[src/rtl/mem_arbiter.sv]
// mem_arbiter -- two-requester memory arbiter (fetch + data) onto a single
// memory port with exactly one transaction outstanding at a time.
//
// Ports:
//   clk, reset_n                 clock, async active-low reset
//   if_req/if_addr               fetch request (read-only)
//   if_gnt/if_rvalid/if_rdata    fetch grant and response
//   d_req/d_we/d_addr/d_wdata/d_be   data request
//   d_gnt/d_rvalid/d_rdata       data grant and response
//   m_req/m_we/m_addr/m_wdata/m_be   memory request (combinational in IDLE)
//   m_gnt/m_rvalid/m_rdata       memory grant and response
//   err_spurious                 sticky: m_rvalid with nothing outstanding
//
// Build option: define ARB_STARVE_GUARD_EN to add the fetch starvation guard.
// Without it, data always wins when both requesters ask.
//
// state | meaning
// ------+----------------------------------------------------------
// IDLE  | no transaction outstanding; arbitrate and forward request
// WAIT  | one transaction granted; waiting for m_rvalid to return it
module mem_arbiter #(
  parameter int STARVE_LIMIT = 4
) (
  input  logic        clk,
  input  logic        reset_n,
  input  logic        if_req,
  input  logic [31:0] if_addr,
  output logic        if_gnt,
  output logic        if_rvalid,
  output logic [31:0] if_rdata,
  input  logic        d_req,
  input  logic        d_we,
  input  logic [31:0] d_addr,
  input  logic [31:0] d_wdata,
  input  logic [3:0]  d_be,
  output logic        d_gnt,
  output logic        d_rvalid,
  output logic [31:0] d_rdata,
  output logic        m_req,
  output logic        m_we,
  output logic [31:0] m_addr,
  output logic [31:0] m_wdata,
  output logic [3:0]  m_be,
  input  logic        m_gnt,
  input  logic        m_rvalid,
  input  logic [31:0] m_rdata,
  output logic        err_spurious
);

  typedef enum logic {S_IDLE, S_WAIT} state_t;
  typedef enum logic {OWN_FETCH, OWN_DATA} owner_t;

  state_t state_q, state_d;
  owner_t owner_q, owner_d;
  logic   sel_fetch;
  logic   starve_fire;

  if (STARVE_LIMIT < 1 || STARVE_LIMIT > 15) begin : g_limit_check
    $error("mem_arbiter: STARVE_LIMIT must be within 1..15");
  end

  always_ff @(posedge clk or negedge reset_n) begin
    if (!reset_n) begin
      state_q <= S_IDLE;
      owner_q <= OWN_FETCH;
    end else begin
      state_q <= state_d;
      owner_q <= owner_d;
    end
  end

  always_comb begin
    state_d   = state_q;
    owner_d   = owner_q;
    sel_fetch = if_req & (~d_req | starve_fire);
    m_req     = 1'b0;
    m_we      = 1'b0;
    m_addr    = 32'h0;
    m_wdata   = 32'h0;
    m_be      = 4'h0;
    if_gnt    = 1'b0;
    d_gnt     = 1'b0;
    if_rvalid = 1'b0;
    d_rvalid  = 1'b0;
    if_rdata  = 32'h0;
    d_rdata   = 32'h0;
    case (state_q)
      S_IDLE: begin
        m_req = if_req | d_req;
        if (sel_fetch) begin
          m_addr = if_addr;
          m_be   = 4'hf;
        end else begin
          m_we    = d_we;
          m_addr  = d_addr;
          m_wdata = d_wdata;
          m_be    = d_be;
        end
        if (m_req && m_gnt) begin
          if_gnt  = sel_fetch;
          d_gnt   = ~sel_fetch;
          state_d = S_WAIT;
          owner_d = sel_fetch ? OWN_FETCH : OWN_DATA;
        end
      end
      S_WAIT: begin
        // Completion frees the port for the next cycle only; no same-cycle
        // re-grant keeps grants at least two cycles apart.
        if (m_rvalid) begin
          if (owner_q == OWN_FETCH) begin
            if_rvalid = 1'b1;
            if_rdata  = m_rdata;
          end else begin
            d_rvalid = 1'b1;
            d_rdata  = m_rdata;
          end
          state_d = S_IDLE;
        end
      end
      default: state_d = S_IDLE;
    endcase
    // Async reset also silences the combinational request path.
    if (!reset_n) begin
      m_req     = 1'b0;
      m_we      = 1'b0;
      m_addr    = 32'h0;
      m_wdata   = 32'h0;
      m_be      = 4'h0;
      if_gnt    = 1'b0;
      d_gnt     = 1'b0;
      if_rvalid = 1'b0;
      d_rvalid  = 1'b0;
      if_rdata  = 32'h0;
      d_rdata   = 32'h0;
    end
  end

  always_ff @(posedge clk or negedge reset_n) begin
    if (!reset_n)
      err_spurious <= 1'b0;
    else if (state_q == S_IDLE && m_rvalid)
      err_spurious <= 1'b1;
  end

`ifdef ARB_STARVE_GUARD_EN
  localparam logic [3:0] LIMIT = 4'(STARVE_LIMIT);
  logic [3:0] starve_cnt;

  always_ff @(posedge clk or negedge reset_n) begin
    if (!reset_n)
      starve_cnt <= 4'd0;
    else if (if_gnt)
      starve_cnt <= 4'd0;
    else if (d_gnt && if_req && starve_cnt != LIMIT)
      starve_cnt <= starve_cnt + 4'd1;
  end

  assign starve_fire = (starve_cnt == LIMIT);
`else
  assign starve_fire = 1'b0;
`endif

endmodule

[config.mk]
export PLATFORM = sky130hd
export DESIGN_NAME = mem_arbiter
export DESIGN_NICKNAME = d
export VERILOG_FILES = /design/src/rtl/mem_arbiter.sv
export SDC_FILE = /design/constraint.sdc
export NUM_CORES = 1
export LEC_CHECK = 0
export BUFFER_PORTS_ARGS = -buffer_cell sky130_fd_sc_hd__buf_4
export CORE_AREA = 2 2 108 110
export DETAILED_ROUTE_END_ITERATION = 16
export DIE_AREA = 0 0 110 112
export PLACE_DENSITY = 0.46
export REMOVE_ABC_BUFFERS = 1
export SKIP_CTS_REPAIR_TIMING = 1
export SLEW_MARGIN = 20
export SYNTH_ARGS = -nofsm -noshare
export SYNTH_HDL_FRONTEND = slang
export SYNTH_SLANG_ARGS = --single-unit
[constraint.sdc]
create_clock -name clk -period 1.4 [get_ports clk]
set_input_delay 0.14 -clock clk [delete_from_list [all_inputs] [get_ports clk]]
set_output_delay 0.14 -clock clk [all_outputs]
set_load 0.03 [all_outputs]
==> flow_summary.ini, run 1 <==
[route]
viasPerCell = 4.194
drc_errors = 0
met2_wirelength_um = 5469
wl_met1_um = 3329
vias = 2940
top_layer = met4
wl_um = 9928
met3_length_um = 1034
postRouteAntennaNets = 0
drt_iter0_drc = 158
wl_per_cell_um = 14.16
firstDrtPassIters = 7

[clocking]
numCtsBuffers = 3
clock_path_buffers = 2
cts_tree = yes
clockRootBuffer = clkbuf_16
clk_pin_slew_ns = 0.03
clk_latency_ns = 0.22
htree_levels = 1
clock-sinks = 3

[flow_run]
cap_viol_max_count = 0

[status]
violations = setup timing
run_status = finished with violations

[setup_path]
required_ns = 1.26
endpoint_kind = output port
crit_fanout = 6
critical_path_arrival_ns = 1.41
setup.worst_path.start_class = flip-flop
crit_type = flip-flop to output port

[power_and_ir_drop]
pwr-share-comb_pct = 76.8
p_int_w = 0.001371
ir_drop_uv = 259.6
p_seq_share_pct = 4.6
p_leak_nw = 2.229
finalPower_w = 0.002448
swShare_pct = 44.02
net-switching-power_w = 0.001078
clock_power_share_pct = 18.6
power_density_nw_per_um2 = 555.7

[timing]
final_hold_viol_count = 0
slew_headroom_pct = 79.55
slew_viol_final = 0
rsz0062_at_grt = yes
setup_viol = 77
worstMarginPinSlew_ns = 0.3068
clock_skew_ns = 0.001384
setup_ws_ns = -0.1457
max_clock_freq_mhz = 646.9
layout_min_cycle_time_ns = 1.546
fin_setup_tns_ns = -8.175
min_period_over_period_pct = 110.4

[grt]
grt_max_degree = 38
first_global_vias = 2568
grt_usage_pct = 12.63
antenna_found_initial = 0
grt-ovfl-total = 0
grt_pass1_wl_um = 12390

[finish]
final_cell_mix = buf_4 (220), nand2_1 (99), nor2_1 (68)
fillerInstances = 1178
final_common_cell = buf_4
nNetsFinal = 698
layout-drive-gt1-share_pct = 63.80
diodes = 0
syn_to_final_growth_pct = 230.3
seq_area_um2 = 76.32
multi_input_area_um2 = 1403
final_area_um2 = 4405

[die]
initial_core_util_pct = 11.94
die-height_um = 112
io-pin-count = 278
dieWidth_um = 110
num_rows = 39
die_area_um2 = 12320
coreArea_um2 = 11170

[placement]
place_congestion = 0.8439
postPlaceCellArea_um2 = 3591
dpl.hpwl_um = 7399
port_buffers = 277
pre_cts_ws_ns = 0.1128

[yosys]
netlist_area_um2 = 1334
syn_area_per_cell_um2 = 4.680
ys_warn_count = 0
synth-seq-cells = 3
synthesis.instances = 285
synth.yosys.seq_area_share_pct = 5.629
synth_cell_type_count = 16

[min_path]
hold_class = input pin to flip-flop
## sequential cells by signal (all words and copies together), names as in the netlist
name,count
err_spurious,1
owner_q,1
state_q,1
## Yosys cell counts
library cell / number / area [um^2]
dfrtp_1: 3 / 75.07
buf_2: 11 / 55.05
nand2_1: 100 / 375.4
nor2b_2: 1 / 8.760
nor2_1: 76 / 285.3
a22o_1: 1 / 8.760
nand2b_1: 2 / 12.51
buf_4: 8 / 60.06
and2_1: 1 / 6.260
nor2b_1: 2 / 12.51
a21oi_1: 32 / 160.2
and3_1: 35 / 219.0
clkbuf_1: 9 / 33.78
a21o_1: 1 / 7.510
inv_2: 1 / 3.750
o21ai_0: 2 / 10.01
## cells by family after synthesis
family,after synthesis,share of synthesized area (%)
buffers and inverters,29,11.44
and+or+nand+nor,217,68.95
DFF,3,5.628
AOI/OAI and AO/OA,36,13.98
## area by class of cell
type                       instances  area share [%]
sequential                         3           1.732
tap                              143           4.061
timing repair buffer             297           60.49
inverter                           1         0.08520
multi-input combinational        253           31.84
clock buffer                       4           1.789
## routing by layer
layer	track usage, %	vias to the layer above
li1	-	1450
met1	12.49	1315
met2	25.77	167
met3	2.635	8
met4	2.785	0
met5	0	-
## power by group through the flow
| stage | clock network, W | registers, W | logic [W] |
|---|---|---|---|
| CTS | 0.000458 | 0.000110 | 0.00153 |
| global placement | 0 | 0.000110 | 0.00152 |
| detailed placement | 0 | 0.000110 | 0.00152 |
| finish | 0.000454 | 0.000113 | 0.00188 |
| floorplan | 0 | 0.000108 | 0.000734 |
| global route | 0.000473 | 0.000116 | 0.00199 |
## final timing paths
path / startpoint / end / slack (ns) / cells after the start
max reg2reg: state_q / owner_q / 0.39 / 3
max in group asynchronous: reset_n / state_q / 0.88 / 2
max: state_q / m_wdata[31] / -0.15 / 5
min reg2reg: err_spurious / err_spurious / 0.45 / 1
min in group asynchronous: reset_n / owner_q / 0.35 / 2
min: m_rvalid / err_spurious / 0.15 / 2
## stage by stage
step,hold WS [ns],utilization (%),instances
after CTS,-0.2846,32.84,690
after global routing,0.1589,39.42,701
final,0.1526,39.42,701
after global placement,-0.05548,32.14,686
after detailed placement,-0.05161,32.14,686
after floorplan,-0.1556,-,257
## worst max-delay path: stages (launching register included)
cell	delay, ns
dfrtp_2	0.44
nor2b_4	0.14
buf_12	0.14
clkbuf_16	0.14
and3_4	0.18
buf_6	0.13
Note: power is estimated with default switching activity, not from simulation.
==> run 2: changes to the inputs <==
==> constraint.sdc (replaced) <==
create_clock -name clk -period 1.4 [get_ports clk]
set_input_delay 0.21 -clock clk [delete_from_list [all_inputs] [get_ports clk]]
set_output_delay 0.21 -clock clk [all_outputs]
set_load 0.03 [all_outputs]
==> run 2 against run 1 <==
The run still ends with setup timing left. First-iteration DRC count is 13% higher. Non-clock buffer count is 3 lower. Wire length is 2.1% higher. Final area decreased by 6.2%. Hold slack better by 0.075 ns. Die area stayed put. Count of clock-buffer cells in the layout stayed put. Sequential power about the same. Register-to-register slack got worse by 0.10 ns. Worst setup slack got worse by 0.055 ns.
==> flow_summary.ini, run 2 (synthesis results as in run 1) <==
[placement]
dpl.hpwl_um = 7482
port_buffers = 277
place_congestion = 0.8087

[setup_path]
crit_start = state_q
crit_type = flip-flop to output port
required_ns = 1.19
critical_path_arrival_ns = 1.39
reg2regPathDepth = 4
crit-reg2reg-launch = state_q
endpoint_kind = output port
endpoint = m_wdata[20]
setup.worst_path.start_class = flip-flop
regToRegSetupSlack_ns = 0.29
r2r_end = owner_q
crit_fanout = 17

[route]
wl_per_cell_um = 14.53
vias = 2920
wl_um = 10140
drt_iter0_drc = 178
postRouteAntennaNets = 0
drc_errors = 0
firstDrtPassIters = 4
viasPerCell = 4.183

[die]
initial_core_util_pct = 11.94
dieWidth_um = 110
die-height_um = 112
die_area_um2 = 12320
coreArea_um2 = 11170
io-pin-count = 278
num_rows = 39

[timing]
setup_ws_ns = -0.2003
setup_viol = 138
slew_viol_final = 0
slew_headroom_pct = 86.33
holdWs_ns = 0.2273
layout_min_cycle_time_ns = 1.600
worstMarginPinSlew_ns = 0.2029
clock_skew_ns = 0.001258
fin_setup_tns_ns = -16.69
final_hold_viol_count = 0
max_clock_freq_mhz = 624.9
rsz0062_at_grt = yes
min_period_over_period_pct = 114.3

[finish]
final_common_cell = buf_4
syn_to_final_growth_pct = 209.7
diodes = 0
final_cell_mix = buf_4 (233), nand2_1 (99), nor2_1 (62)
nNetsFinal = 695
top_regs = err_spurious: 1 flops, owner_q: 1 flops, state_q: 1 flops
layout-drive-gt1-share_pct = 59.10

[power_and_ir_drop]
power_density_nw_per_um2 = 567.4
p_leak_nw = 2.217
ir_drop_uv = 327.4

[clocking]
cts_tree = yes
clock_path_buffers = 2
clockRootBuffer = clkbuf_16
numCtsBuffers = 3
htree_levels = 1
clk_pin_slew_ns = 0.03
clock-sinks = 3
clk_latency_ns = 0.22

[status]
run_status = finished with violations
violations = setup timing

[grt]
antenna_found_initial = 0
grt_max_degree = 43
first_global_vias = 2631
grt_usage_pct = 13.50
grt-ovfl-total = 0
grt_pass1_wl_um = 13270

[flow_run]
cap_viol_max_count = 0

[min_path]
hold_class = input pin to flip-flop
-- run 2: cell count changes in the layout (fill, tap and decap cells not counted), moves of 4 or more --
cell,delta
buf_4,+13
buf_6,-13
and3_4,-20
and3_1,+20
nor2_4,+4
a21oi_1,+12
a21oi_2,-6
nor2_1,-6
a21oi_4,-6
-- run 2: worst min path at each step --
stage                     startpoint           end  slack, ns  cells after the start
after detailed placement     reset_n  err_spurious       0.02                      1
after global routing        m_rvalid  err_spurious       0.24                      2
after floorplan              reset_n  err_spurious      -0.09                      0
after CTS                    reset_n       owner_q      -0.22                      1
after global placement       reset_n  err_spurious       0.01                      1
final                       m_rvalid  err_spurious       0.23                      2
-- run 2: routing by layer --
metal / vias up / track usage (%) / routed length [um]
met5: - / 0 / 0
met3: 6 / 2.693 / 1017
li1: 1442 / - / -
met2: 161 / 26.01 / 5533
met4: 0 / 3.038 / 84
met1: 1311 / 14.73 / 3504
-- run 2: through the flow --
stage                     utilization (%)  cell area (um^2)  cells   power, W  setup WS (ns)
after floorplan                         -              1185    257  0.0008421        -0.8784
after global placement              32.31              3611    687   0.001657       0.008891
after detailed placement            32.31              3611    687   0.001661        0.01902
after CTS                           33.02              3690    691   0.002127        -0.2209
after global routing                36.96              4130    698   0.002472        -0.2713
final                               36.96              4130    698   0.002343        -0.2003
-- run 2: cell type report --
type	count	area [um^2]
fillers	1229	7044
multi-input cells	253	1246
well taps	143	178.9
clock buffers	4	78.83
flip-flops and latches	3	76.32
repair buffers	294	2546
inverters	1	3.754
-- run 2: critical path, stage by stage (launching register included) --
cell and delay (ns):
dfrtp_2 0.44, nor2b_4 0.20, clkbuf_16 0.19, and3_1 0.19
buf_6 0.14
-- run 2: power by group --
part / internal [W] / switching (W) / leakage [nW]
combinational: 0.000820 / 0.000957 / 2.15
sequential: 0.0000991 / 0.0000118 / 0.0313
clock: 0.000376 / 0.0000792 / 0.0382
